<file path="src/rtl/rs232_pkg.sv">
// Shared definitions for the rs232 send/receive family: byte type, baud timing
// and the default transmit FIFO depth.
package rs232_pkg;

  typedef logic [7:0] byte_t;

  localparam int RS232_CLK_HZ    = 12_000_000;
  localparam int RS232_BAUD      = 9600;
  // Clock cycles per bit on the line (1250 at 12 MHz / 9600 baud).
  localparam int RS232_BAUD_PERIOD = RS232_CLK_HZ / RS232_BAUD;

  localparam int RS232_TX_FIFO_DEPTH_LOG2 = 4;

endpackage

</file>
<file path="src/rtl/rs232_edge_detect.sv">
// One-register rising-edge detector; rise is high in the cycle where in is
// high and was low on the previous clock.
module rs232_edge_detect (
  input  logic clk,
  input  logic resetn,
  input  logic in,
  output logic rise
);

  logic in_q;

  // NOTE: sequential state uses non-blocking (<=) so every flop samples the
  // pre-edge value of its inputs regardless of block evaluation order.
  always_ff @(posedge clk or negedge resetn) begin
    if (!resetn) in_q <= 1'b0;
    else         in_q <= in;
  end

  assign rise = in & ~in_q;

endmodule

</file>
<file path="src/rtl/rs232_tx_fifo.sv">
// Byte FIFO feeding rs232_send: single-cycle writes in, head byte out with en,
// popped on each data_clk rising edge. Optional RS232_TX_FIFO_OVERFLOW_EN adds
// a sticky overflow flag with a clear input.
module rs232_tx_fifo
  import rs232_pkg::*;
#(
  parameter int DEPTH_LOG2 = RS232_TX_FIFO_DEPTH_LOG2
) (
  input  logic                  clk,
  input  logic                  resetn,
`ifdef RS232_TX_FIFO_OVERFLOW_EN
  input  logic                  overflow_clr,
  output logic                  overflow,
`endif
  input  logic [7:0]            wr_data,
  input  logic                  wr_en,
  output logic                  full,
  output logic                  empty,
  output logic [DEPTH_LOG2:0]   level,
  output logic [7:0]            data_byte,
  output logic                  en,
  input  logic                  data_clk
);

  localparam int DEPTH = 1 << DEPTH_LOG2;
  localparam logic [DEPTH_LOG2:0] FULL_COUNT = (DEPTH_LOG2 + 1)'(DEPTH);
  localparam logic [DEPTH_LOG2:0] ONE_COUNT  = (DEPTH_LOG2 + 1)'(1);
  localparam logic [DEPTH_LOG2-1:0] ONE_PTR  = DEPTH_LOG2'(1);

  byte_t                 mem [DEPTH];
  logic [DEPTH_LOG2-1:0] wr_ptr;
  logic [DEPTH_LOG2-1:0] rd_ptr;
  logic [DEPTH_LOG2:0]   count;
  logic                  dclk_rise;
  logic                  push;
  logic                  pop;

  rs232_edge_detect u_dclk_edge (
    .clk    (clk),
    .resetn (resetn),
    .in     (data_clk),
    .rise   (dclk_rise)
  );

  // Flags come from the registered count only, so a write in the same cycle
  // as a pop from a full FIFO is still dropped.
  assign empty = (count == '0);
  assign full  = (count == FULL_COUNT);
  assign level = count;
  assign en    = ~empty;

  assign push = wr_en & ~full;
  assign pop  = dclk_rise & ~empty;

  // NOTE: the storage array is reset on purpose so data_byte is deterministic
  // after reset; a RAM macro could not do this, a register array can.
  always_ff @(posedge clk or negedge resetn) begin
    if (!resetn) begin
      for (int i = 0; i < DEPTH; i++) mem[i] <= '0;
    end else if (push) begin
      mem[wr_ptr] <= wr_data;
    end
  end

  always_ff @(posedge clk or negedge resetn) begin
    if (!resetn) begin
      wr_ptr <= '0;
      rd_ptr <= '0;
      count  <= '0;
    end else begin
      if (push) wr_ptr <= wr_ptr + ONE_PTR;
      if (pop)  rd_ptr <= rd_ptr + ONE_PTR;
      unique case ({push, pop})
        2'b10:   count <= count + ONE_COUNT;
        2'b01:   count <= count - ONE_COUNT;
        default: count <= count;
      endcase
    end
  end

  // Head byte straight from storage; no bypass path from wr_data.
  assign data_byte = empty ? 8'h00 : mem[rd_ptr];

`ifdef RS232_TX_FIFO_OVERFLOW_EN
  // Set has priority over clear so an overflow in the clear cycle is kept.
  always_ff @(posedge clk or negedge resetn) begin
    if (!resetn)             overflow <= 1'b0;
    else if (wr_en && full)  overflow <= 1'b1;
    else if (overflow_clr)   overflow <= 1'b0;
  end
`endif

endmodule

</file>
<file path="config.mk">
export PLATFORM = sky130hd
export DESIGN_NAME = rs232_tx_fifo
export DESIGN_NICKNAME = d
export VERILOG_FILES = /design/src/rtl/rs232_pkg.sv /design/src/rtl/rs232_edge_detect.sv /design/src/rtl/rs232_tx_fifo.sv
export SDC_FILE = /design/constraint.sdc
export NUM_CORES = 1
export LEC_CHECK = 0
export CAP_MARGIN = 20
export CELL_PAD_IN_SITES_DETAIL_PLACEMENT = 0
export CELL_PAD_IN_SITES_GLOBAL_PLACEMENT = 1
export CORE_MARGIN = 2
export CORE_UTILIZATION = 47
export CTS_CLUSTER_DIAMETER = 100
export DETAILED_ROUTE_END_ITERATION = 8
export PLACE_DENSITY_LB_ADDON = 0.1
export SLEW_MARGIN = 15
export SYNTH_ARGS = -nofsm -noshare
export SYNTH_HDL_FRONTEND = slang
export SYNTH_HIERARCHICAL = 1
export SYNTH_SLANG_ARGS = --single-unit
</file>
<file path="constraint.sdc">
create_clock -name clk -period 2.93 [get_ports clk]
set_input_delay 0.293 -clock clk [delete_from_list [all_inputs] [get_ports clk]]
set_output_delay 0.293 -clock clk [all_outputs]
set_load 0.03 [all_outputs]
</file>
Word level (Yosys, flattened, before mapping) --
Cells that the tools add are included.
Word-level totals: register bits 142, bits in latches 0, memory bits (writable) 0, ROM bits 0, output and inout port bits 16, logic and storage cells 49, memories 0
Cells by class: add/subtract/negate cells 4, $mul 0, divide/modulo/power cells 0, magnitude comparators 3, eq/ne operators 3, shifts and indexed selects 0, multiplexer cells 8, bitwise operators 8, reductions and logical operators 3
Operators by type and width (number):
- 128-bit bitwise mux | 1
- 8-bit binary-select mux with 4-bit select | 1
- 8-bit demux with 4-bit select | 1
- 8-bit 2-to-1 mux | 4
- 5-bit greater-or-equal comparator, second input constant | 2
- 4-bit inverter with 5-bit output | 2
- 5-bit one-hot mux with 2 select lines | 1
- 4-bit by 1-bit adder with 4-bit output, second input constant | 2
- 5-bit by 1-bit adder with 5-bit output, second input constant | 1
- 5-bit equality test, second input constant | 1
- 5-bit zero test | 1
- 5-bit by 1-bit less-than comparator with 1-bit output, second input constant | 1
- 5-bit by 1-bit subtractor with 5-bit output, second input constant | 1
- 1-bit bitwise AND | 3
- 1-bit inverter | 3
- 2-bit by 1-bit equality test with 1-bit output, second input constant | 1
- 2-bit equality test, second input constant | 1
- 2-bit nonzero test | 1
- 1-bit logical AND | 1

Longest topological paths before layout --
Gate-level depths: netlist of the first run.
depth in word-level cells 6, gate-level depth with buffers 14, mapped depth without buffers 11

Hierarchy --
Netlist of the first run, hierarchy kept.
Modules (own cells, without submodules):
- rs232_tx_fifo | instances 1, cells an instance 457, area each 7189.4 µm², seq. area each 3528.4 µm²
- rs232_edge_detect | instances 1, cells an instance 2, area each 38.8 µm², seq. area each 25.0 µm²

Least setup slack after synthesis of the first run --
OpenSTA, ideal clock, no wires.
kind register -> register, start point reg count[1] (netlist: level[1]), end point reg count[4] (netlist: level[4]), setup time 0.131 ns, arrival time 2.894 ns, data required time 2.799 ns, slack -0.095 ns, stages on the path, launching flop included 14, period minus slack after synthesis 3.025 ns, cells stage by stage dfrtp_1 > buf_6 > nor4_4 > or2b_1 > nand2_1 > inv_1 > ha_1 > clkbuf_1 > xor2_1 > ha_1 > o211ai_1 > nor4_1 > nand4b_1 > or3_1
Between the ends: word-level cells in the longest chain between the ends 5, elaborated cells on any way between the ends 12, those cells by class add/sub: 2; eq/ne: 3; mux: 1; bitwise: 4; reduce/logical: 2
Ends and longest elaborated chain:
- start: declaration | line rs232_tx_fifo.sv:33 | logic [DEPTH_LOG2:0] count;
- start signal: assignment | line rs232_tx_fifo.sv:74 | 2'b10: count <= count + ONE_COUNT;
- start signal: assignment | line rs232_tx_fifo.sv:75 | 2'b01: count <= count - ONE_COUNT;
- start signal: assignment | line rs232_tx_fifo.sv:76 | default: count <= count;
- 5-bit zero test * | line rs232_tx_fifo.sv:47 | assign empty = (count == '0);
- 1-bit inverter * | line rs232_tx_fifo.sv:53 | assign pop = dclk_rise & ~empty;
- 1-bit bitwise AND * | line rs232_tx_fifo.sv:53
- named net pop | line rs232_tx_fifo.sv:36 | logic pop;
- 2-bit by 1-bit equality test with 1-bit output / 2-bit equality test (equally long branches) | line rs232_tx_fifo.sv:73 | unique case ({push, pop})
- 5-bit one-hot mux with 2 select lines / 2-bit nonzero test (equally long branches)
The timed path passes the listed nets; every way through them passes the cells marked *. A chain may end at the register's enable or synchronous reset.

Worst setup path after layout of the first run --
start point reg rd_ptr[1], end point out data_byte[2]
Between the ends: word-level cells in the longest chain between the ends 5
Ends and longest elaborated chain:
- start: declaration | line rs232_tx_fifo.sv:32 | logic [DEPTH_LOG2-1:0] rd_ptr;
- start signal: assignment | line rs232_tx_fifo.sv:72 | if (pop) rd_ptr <= rd_ptr + ONE_PTR;
- 4-bit inverter with 5-bit output (not written as such) | line rs232_tx_fifo.sv:82 | assign data_byte = empty ? 8'h00 : mem[rd_ptr];
- 8-bit binary-select mux with 4-bit select | line rs232_tx_fifo.sv:82
- 8-bit 2-to-1 mux (not written as such) (2 in series) | line rs232_tx_fifo.sv:82
- 8-bit 2-to-1 mux | line rs232_tx_fifo.sv:82
- end: declaration | line rs232_tx_fifo.sv:20 | output logic [7:0] data_byte,
No other way between the ends. The select of a mux whose other input is x is not followed.

==> impl_metrics.yaml, run 1 <==
sta:
  max_freq_mhz: 352
  min_period_ns: 2.84
  slew_headroom_pct: 51.8
  finalCritPeriodShare_pct: 97.0
  finalSetupTns_ns: 0
  setup_viol: 0
  slew_viol_final: 0
  finClkSkew_ns: 0.0123
  rsz0062_at_grt: "no"
  timing.final.hold_violations: 0
  worst_pin_slew_ns: 0.720
synthesis:
  synthArstFlopShare_pct: 100
  synth-seq-cells: 142
  syn_nets: 480
  yosysUniqueCellTypes: 44
  synth_warnings: 6
  ys.flop_type: "dfrtp_1"
  synth_cells: 459
  ys_seq_area_share_pct: 49.2
  synth_area_leaders: "dfrtp_1, mux2_4, mux2_2, mux4_2, mux4_1"
  avgSynthCellArea_um2: 15.7
  synth_top_cell_area_share_pct: 49.2
  synth_edf_count: 0
  synth_area_mm2: 0.00723
  yosysTopAreaCell: "dfrtp_1"
floorplanning:
  dieArea_mm2: 0.0164
  start_util_pct: 47.9
  rows: 45
  die_h_um: 128
  num_io_pins: 28
  core_mm2: 0.0151
  die_w_um: 128
worst_setup_path:
  worst_setup_path_start_kind: "flip-flop"
  reg2reg_slack_ns: 0.22
  crit_arrival_ns: 2.55
  worstRegToRegCells: 11
  crit_path_end_kind: "output pin"
  crit_fanout: 5
  crit-reg2reg-launch: "level[2]"
  worstReg2RegEnd: "level[4]"
  worst-setup-path-type: "flip-flop to output pin"
  required_ns: 2.64
placed_design:
  gp_congestion: 0.793
  dp.final_hpwl_um: 9740
  portBuffers: 27
power_and_ir_drop:
  vdd_drop_max_v: 0.000493
  p_per_area_mw_per_mm2: 1210
  p_leak_uw: 0.00371
outcome:
  status: "finished, final reports clean"
clock_network:
  numClockSinks: 142
  clockBufferDepth: 2
  path_clk_slew_ns: 0.06
  h-tree-depth: 4
  numCtsBuffers: 17
  clk_latency_ns: 0.42
  root_buffer: "clkbuf_16"
  cts_tree: "built"
finish:
  antennaDiodeCount: 0
  post-route-util_pct: 55.0
  syn_to_final_growth_pct: 14.9
  nNetsFinal: 511
  layout-drive-gt1-share_pct: 45.4
grt:
  grt_pass1_wl_um: 24800
  grt_pass1_vias: 4239
  grt.overflow.total: 0
  grt_max_degree: 69
  antenna_found_initial: 0
  gr-usage-all-layers_pct: 20.4
detailed_routing:
  drt_iter0_markers: 188
  dr.pass1.iters: 4
  routed_wl_um: 15200
  drc: 0
  via_per_inst: 5.67
  vias: 3909
  ant_nets: 0
  wl_per_cell_um: 22.1
min_path:
  min_from: "data_clk"
  whs_path_depth: 1
  hold_path_class: "input pin to flip-flop"
  min_to: "u_dclk_edge/in_q"
job:
  drv_cap: 0
-- cells in the final DEF, fill, tap and decap left out, types with 2 or more instances in the layout --
cell / netlist / layout
dfrtp_1: 142 / 139
mux2_4: 72 / 72
mux2_2: 66 / 66
mux4_2: 21 / 21
buf_4: 2 / 20
clkdlybuf4s50_1: 0 / 18
clkbuf_16: 0 / 17
a21oi_1: 11 / 11
mux4_1: 11 / 11
and3_1: 11 / 11
o21ai_0: 11 / 9
mux2i_1: 8 / 8
ha_1: 9 / 8
xnor2_1: 7 / 7
inv_1: 6 / 6
dlygate4sd2_1: 0 / 6
nand2_1: 5 / 5
nor2_1: 4 / 4
nand3_4: 4 / 4
clkbuf_1: 14 / 4
clkbuf_8: 1 / 4
bufinv_16: 0 / 4
xor2_1: 3 / 3
o21ai_1: 1 / 3
nor2b_1: 3 / 3
and3_2: 3 / 3
dfrtp_2: 0 / 3
buf_12: 0 / 3
nand3_1: 2 / 2
a31oi_1: 2 / 2
clkinv_2: 0 / 2
-- state kept, by name, summed over array words and instances, names as in the netlist --
name / cells
mem: 128
level: 5
u_dclk_edge/in_q: 1
wr_ptr: 4
rd_ptr: 4
-- cells by family after synthesis --
kind of cell,Yosys count,share of synthesized area [%]
AOI/OAI and AO/OA,28,2.15
xor gates and xnor gates,10,1.21
adders and majority gates,9,1.56
buffers and inverters,45,4.08
DFF,142,49.2
muxes,178,36.9
and+or+nand+nor,47,4.95
-- layout make-up --
cell class,instances,area [um2]
multi-input cells,272,3380
repair buffers,51,480
flip-flops and latches,142,3560
inverters,6,22.5
fillers,1240,6790
clock buffers,25,495
well taps,188,235
clock inverters,6,130
-- what timing repair did --
item                                    CTS  global route
resized for setup                        12             5
buffers inserted                          2             0
hold buffers                              1             0
endpoints found under the setup margin    8             4
hold endpoints to repair                 65             0
-- worst max-delay path, cell delays in order (launching register included) --
cell and delay, ns:
dfrtp_2 0.46, buf_12 0.14, buf_4 0.11, mux4_1 0.59, mux2_2 0.29, o21ai_1 0.17
a21oi_1 0.06, clkdlybuf4s15_2 0.31
-- power by group --
part | switching [uW] | total, uW | internal [uW]
Combinational | 1820 | 4260 | 2440
Sequential | 563 | 3450 | 2890
Clock | 801 | 2310 | 1510
Total | 3190 | 10000 | 6830
-- metrics by stage --
step	instance area, um2	setup slack, ns	cells	total power (uW)	hold slack [ns]
2_1_floorplan	7230	0.00806	459	6610	-0.00259
3_3_place_gp	7650	0.188	656	7740	0.347
3_5_place_dp	7650	0.132	656	7810	0.347
4_1_cts	8310	0.000132	690	10100	0.339
5_1_grt	8300	0.00760	690	10600	0.356
6_report	8300	0.0872	690	10000	0.348
-- how the worst max path moves through the flow --
stage	from	end	slack, ns	cells past startpoint
2_1_floorplan	level[1]	level[4]	0.008	13
3_3_place_gp	level[2]	level[4]	0.19	11
3_5_place_dp	level[2]	level[4]	0.13	11
4_1_cts	rd_ptr[1]	data_byte[2]	0.0001	7
5_1_grt	rd_ptr[1]	data_byte[4]	0.008	6
6_report	rd_ptr[1]	data_byte[2]	0.09	7
-- layer usage --
layer  wire, um  track usage [%]  up-vias
met2       7050             30.9       49
met3        367             4.76       13
met4        166             5.82        0
li1           -                -     1753
met1       7630             29.6     2094
met5          0                0        -
-- synth_stat cells (2+ instances only) --
| cell type | number |
|---|---|
| dfrtp_1 | 142 |
| mux2_4 | 72 |
| mux2_2 | 66 |
| mux4_2 | 21 |
| clkbuf_1 | 14 |
| buf_6 | 13 |
| a21oi_1 | 11 |
| and3_1 | 11 |
| mux4_1 | 11 |
| o21ai_0 | 11 |
| buf_2 | 9 |
| ha_1 | 9 |
| mux2i_1 | 8 |
| xnor2_1 | 7 |
| inv_1 | 6 |
| nand2_1 | 5 |
| nand3_4 | 4 |
| nor2_1 | 4 |
| and3_2 | 3 |
| nor2b_1 | 3 |
| xor2_1 | 3 |
| a31oi_1 | 2 |
| buf_4 | 2 |
| nand3_1 | 2 |
(Power assumes the default switching activity.)
==> run 2: changes to the inputs <==
- HOLD_SLACK_MARGIN: not set -> 0.12
==> results of run 2 <==
Same layout as run 1: the final DEF is identical, and so are final timing and power.
